===== src/rtl/demux18_tdm.sv =====
// Receive-side 1:8 demultiplexer: addressed writes to one channel, or TDM
// frames captured into a shadow bank and published to all channels at once.
module demux18_tdm #(
    parameter int width = 1
) (
    input  logic             CLK,
    input  logic             RSTn,
    input  logic             CSn,
    input  logic             Mode,
    input  logic             Valid,
    input  logic             Sync,
    input  logic [2:0]       Sw_In,
    input  logic [width-1:0] Din,
    output logic [width-1:0] Y0,
    output logic [width-1:0] Y1,
    output logic [width-1:0] Y2,
    output logic [width-1:0] Y3,
    output logic [width-1:0] Y4,
    output logic [width-1:0] Y5,
    output logic [width-1:0] Y6,
    output logic [width-1:0] Y7,
    output logic [2:0]       Slot,
    output logic             Busy,
    output logic             Frame_Done,
    output logic             Sync_Err
);

    typedef enum logic {
        IDLE = 1'b0,
        RECV = 1'b1
    } state_t;

    state_t           state_q, state_d;
    logic [2:0]       slot_q, slot_d;
    logic             busy_q, busy_d;
    logic             frameDone_q, frameDone_d;
    logic             syncErr_q, syncErr_d;
    logic [width-1:0] y_q [8];
    logic [width-1:0] y_d [8];
    logic [width-1:0] shadow_q [8];
    logic [width-1:0] shadow_d [8];

    always_ff @(posedge CLK or negedge RSTn) begin
        if (!RSTn) begin
            state_q     <= IDLE;
            slot_q      <= '0;
            busy_q      <= 1'b0;
            frameDone_q <= 1'b0;
            syncErr_q   <= 1'b0;
            y_q         <= '{default: '0};
            shadow_q    <= '{default: '0};
        end else begin
            state_q     <= state_d;
            slot_q      <= slot_d;
            busy_q      <= busy_d;
            frameDone_q <= frameDone_d;
            syncErr_q   <= syncErr_d;
            y_q         <= y_d;
            shadow_q    <= shadow_d;
        end
    end

    // Flags default low so a deselected block clears them on the next edge.
    always_comb begin
        state_d     = state_q;
        slot_d      = slot_q;
        busy_d      = busy_q;
        frameDone_d = 1'b0;
        syncErr_d   = 1'b0;
        y_d         = y_q;
        shadow_d    = shadow_q;

        if (!CSn) begin
            if (!Mode) begin
                // Leaving TDM mode silently drops any partial frame.
                state_d = IDLE;
                slot_d  = '0;
                busy_d  = 1'b0;
                if (Valid) begin
                    y_d[Sw_In] = Din;
                end
            end else if (Valid) begin
                case (state_q)
                    IDLE: begin
                        if (Sync) begin
                            shadow_d[0] = Din;
                            slot_d      = 3'd1;
                            busy_d      = 1'b1;
                            state_d     = RECV;
                        end
                    end
                    RECV: begin
                        if (Sync) begin
                            syncErr_d   = 1'b1;
                            shadow_d[0] = Din;
                            slot_d      = 3'd1;
                        end else if (slot_q == 3'd7) begin
                            shadow_d[7] = Din;
                            for (int i = 0; i < 7; i++) begin
                                y_d[i] = shadow_q[i];
                            end
                            y_d[7]      = Din;
                            frameDone_d = 1'b1;
                            slot_d      = '0;
                            busy_d      = 1'b0;
                            state_d     = IDLE;
                        end else begin
                            shadow_d[slot_q] = Din;
                            slot_d           = slot_q + 3'd1;
                        end
                    end
                    default: state_d = IDLE;
                endcase
            end
        end
    end

    assign Y0         = y_q[0];
    assign Y1         = y_q[1];
    assign Y2         = y_q[2];
    assign Y3         = y_q[3];
    assign Y4         = y_q[4];
    assign Y5         = y_q[5];
    assign Y6         = y_q[6];
    assign Y7         = y_q[7];
    assign Slot       = slot_q;
    assign Busy       = busy_q;
    assign Frame_Done = frameDone_q;
    assign Sync_Err   = syncErr_q;

endmodule


===== config.mk =====
export PLATFORM = sky130hd
export DESIGN_NAME = demux18_tdm
export DESIGN_NICKNAME = d
export VERILOG_FILES = /design/src/rtl/demux18_tdm.sv
export SDC_FILE = /design/constraint.sdc
export NUM_CORES = 1
export LEC_CHECK = 0
export BUFFER_PORTS_ARGS = -buffer_cell sky130_fd_sc_hd__clkbuf_2
export CAP_MARGIN = 20
export CORE_MARGIN = 2
export CORE_UTILIZATION = 49
export DETAILED_ROUTE_END_ITERATION = 10
export GPL_ROUTABILITY_DRIVEN = 0
export GPL_TIMING_DRIVEN = 0
export HOLD_SLACK_MARGIN = 0.1
export PLACE_DENSITY = 0.81
export SLEW_MARGIN = 20
export SYNTH_ARGS = -nofsm -noshare
export SYNTH_HDL_FRONTEND = slang
export SYNTH_SLANG_ARGS = --single-unit
export TNS_END_PERCENT = 10

===== constraint.sdc =====
create_clock -name CLK -period 1.88 [get_ports CLK]
set_input_delay 0.376 -clock CLK [delete_from_list [all_inputs] [get_ports CLK]]
set_output_delay 0.376 -clock CLK [all_outputs]
set_load 0.01 [all_outputs]

==> summary.txt <==
Outcome
  – Status: finished clean

Final layout
  – P&R area growth vs syn: 20.5%
  – Final instance area: 1520 sq um
  – Antenna diodes: 0
  – Nets: 159
  – Fillers: 216
  – Fraction of layout cells with a size suffix above 1: 29.0%

Power
  – Clock share of power: 33.4%
  – Comb pwr share: 18.9%
  – PD cells: 731 nW/um^2
  – Peak VDD IR: 0.499 mV
  – Int Power: 0.000815 W
  – Switching power: 0.000296 W
  – Flop pwr share: 47.7%
  – Pleak: 0.711 nW
  – Switching share of total power: 26.6%
  – PnR Total Power: 0.00111 W

Routing
  – Via count: 1089
  – Post-route ant nets: 0
  – Drt initial violations: 32
  – Final WL: 2900 microns
  – WL per Instance: 16.5 microns
  – DRT Pass-1 Iters: 4
  – Via density: 6.22
  – DRC viols: 0

CTS
  – Clock Path Buffers: 2
  – Clock slew at reported path FFs: 0.13 ns
  – CTS sink cnt: 22
  – Clk Latency, worst-skew pair: 0.31 ns
  – H-tree levels: 1
  – CTS tree: yes
  – CTS buffer count: 3
  – Clock root buffer: clkbuf_4

Worst hold path
  – HP Class: in2reg
  – WHS Endpoint: Busy
  – Min-delay src: Sync
  – Hold Crit Depth: 3

Setup path
  – FF-to-FF Start: Slot[0]
  – R2R Path End: shadow_q[2]
  – Worst-path maximum fanout: 7
  – Critical Path AT: 2.00 ns
  – R2r worst-path depth: 5
  – Setup crit end kind: flip-flop
  – Critical path startpoint category: flip-flop
  – Required time worst endpoint: 2.09 ns
  – R2R setup slack: 0.09 ns
  – Kind of critical path: reg2reg

Yosys
  – Cell count after synthesis: 117
  – Ys flop type: dfrtp_1
  – Synth area leader: dfrtp_1
  – Unique masters post-synth: 34
  – Main area contributors after synthesis: dfrtp_1, mux2_1, o22ai_1, o31ai_1, nand2_1
  – Synth top area share: 43.7%
  – Post-Syn Area: 1260 sq um
  – Yosys reg bits: 22
  – Seq/Total Area, Yosys: 43.7%
  – Warnings from Yosys: 0
  – Synth Area per Inst: 10.8 sq um
  – Post-synth EDFFs: 0
  – Async set or reset register ratio after synthesis: 100%
  – Syn Nets: 130

STA
  – Max Slew Vio Count: 0
  – Relative slew margins: 62.8%
  – # setup viols final: 0
  – RSZ-0062 raised after global routing: false
  – Actual slew at the worst max-slew pin: 0.558 ns
  – Max frequency: 559 MHz
  – Min Tclk post-route: 1.79 ns
  – Setup skew after layout: 0.00248 ns
  – Final hold vios: 0
  – Period Utilization, post-route: 95.1%

GRT
  – Pin count of the biggest net entering global routing: 23
  – Vias in the first global route: 1017
  – Initial antenna violation count: 0
  – Total GRT Usage: 21.4%
  – First-pass GRT wire length: 4590 microns
  – Grt ovf: 0

Place
  – HPWL after DPL: 1960 microns
  – Post-placement cell area: 1410 sq um
  – I/O Buffers: 21

Floorplan
  – Cell row count: 18
  – Core footprint: 2450 sq um
  – DIE HEIGHT: 54.7 microns
  – I/O pin count: 24
  – Die area: 3000 sq um
  – Die Wd: 54.7 microns
  – Starting Density: 51.4%

Flow run
  – Max-capacitance violation count: 0
registers in the layout (all words and copies together) (netlist names):
| name | cells |
|---|---|
| Frame_Done | 1 |
| Busy | 1 |
| Slot | 3 |
| Y4 | 1 |
| Y1 | 1 |
| Y3 | 1 |
| Sync_Err | 1 |
| Y6 | 1 |
| state_q | 1 |
| Y7 | 1 |
| Y5 | 1 |
| shadow_q | 7 |
| Y0 | 1 |
| Y2 | 1 |
per-stage QoR:
step / std cells / hold WS (ns) / util (%) / worst slack (ns) / TNS, ns
floorplan: 117 / 0.0804 / - / 0.000323 / 0
global placement: 168 / 0.385 / 57.2 / -0.0875 / -0.0875
detailed placement: 168 / 0.396 / 57.2 / -0.110 / -0.210
CTS: 175 / 0.379 / 60.9 / 0.00120 / 0
global route: 175 / 0.400 / 61.9 / 0.0165 / 0
finish: 175 / 0.383 / 61.9 / 0.0915 / 0
cell families after synthesis:
| family | share of synthesized area, % |
|---|---|
| and+or+nand+nor | 20.7 |
| AOI/OAI and AO/OA | 14.7 |
| DFF | 43.7 |
| muxes | 15.2 |
| buffers and inverters | 2.78 |
| adders and majority gates | 2.98 |
timing repair:
item	4_1_cts	5_1_grt
pin swaps	0	1
setup buffers	2	0
setup endpoints to repair	12	5
hold endpoints to repair	22	0
hold buffers	1	0
resized for setup	3	4
worst max-delay path: stages, from the launching register on:
cell and delay (ns):
dfrtp_2 0.45, ha_4 0.17, ha_4 0.18, nand3b_1 0.23, nor4b_2 0.31, mux2_1 0.34
power by group through the flow:
stage / logic, W / registers, W / clock network [W]
final: 0.000210 / 0.000530 / 0.000371
after global routing: 0.000231 / 0.000536 / 0.000402
after CTS: 0.000206 / 0.000527 / 0.000374
after detailed placement: 0.000183 / 0.000545 / 0
after global placement: 0.000176 / 0.000543 / 0
after floorplan: 0.000106 / 0.000550 / 0
worst max path at each step:
stage / slack, ns / end / start
3_5_place_dp: -0.11 / shadow_q[2] / Slot[0]
6_report: 0.09 / shadow_q[2] / Slot[0]
2_1_floorplan: 0.0003 / shadow_q[2] / Slot[0]
3_3_place_gp: -0.09 / shadow_q[2] / Slot[0]
5_1_grt: 0.02 / shadow_q[2] / Slot[0]
4_1_cts: 0.001 / shadow_q[2] / Slot[0]
layout by cell type, fill, tap and decap left out, drive strengths merged:
master and count:
o41ai 1, ha 3, nand2 12, inv 2
o31ai 7, or3b 1, nor2b 3, or2 2
and3b 1, nor4b 1, o21ai 1, bufinv 1
o21a 1, o221ai 1, nand3b 1, buf 6
nor3 2, nand4 1, nor4 2, a22o 1
nand2b 5, mux2 17, clkbuf 26, nor4bb 1
o22ai 9, dfrtp 22, a32o 2, nand4b 2
dlygate4sd3 1, and3 4, or4b 1, a21boi 1
nand4bb 2, a21oi 2
final cells by class:
class / instances / area (sq um) / share of cell area (%)
flip-flops and latches: 22 / 553 / 36.4
plain buffers: 6 / 27.5 / 1.81
inverters: 2 / 7.51 / 0.494
repair buffers: 24 / 130 / 8.56
clock inverters: 1 / 30.0 / 1.98
well taps: 30 / 37.5 / 2.47
clock buffers: 3 / 22.5 / 1.48
multi-input cells: 87 / 712 / 46.8
synth_stat cells (2+ instances only):
cell type,n
a21oi_1,2
a32o_1,2
and3_1,4
buf_2,4
clkbuf_1,2
dfrtp_1,22
ha_1,3
inv_1,2
mux2_1,15
mux2_2,2
nand2_1,12
nand2b_1,5
nand4b_1,2
nand4bb_1,2
nor2b_1,3
nor3_1,2
o22ai_1,9
o31ai_1,7
or2_2,2
routing by layer:
layer | track usage, % | vias to the layer above | part of all wire [%] | wire length, microns
met4 | 9.17 | 0 | 2.1 | 60
met1 | 28.5 | 540 | 43 | 1230
li1 | - | 501 | - | -
met2 | 34.7 | 39 | 51 | 1470
met5 | 0 | - | 0 | 0
met3 | 2.46 | 9 | 4.6 | 133
Note: power is estimated with default switching activity, not from simulation.
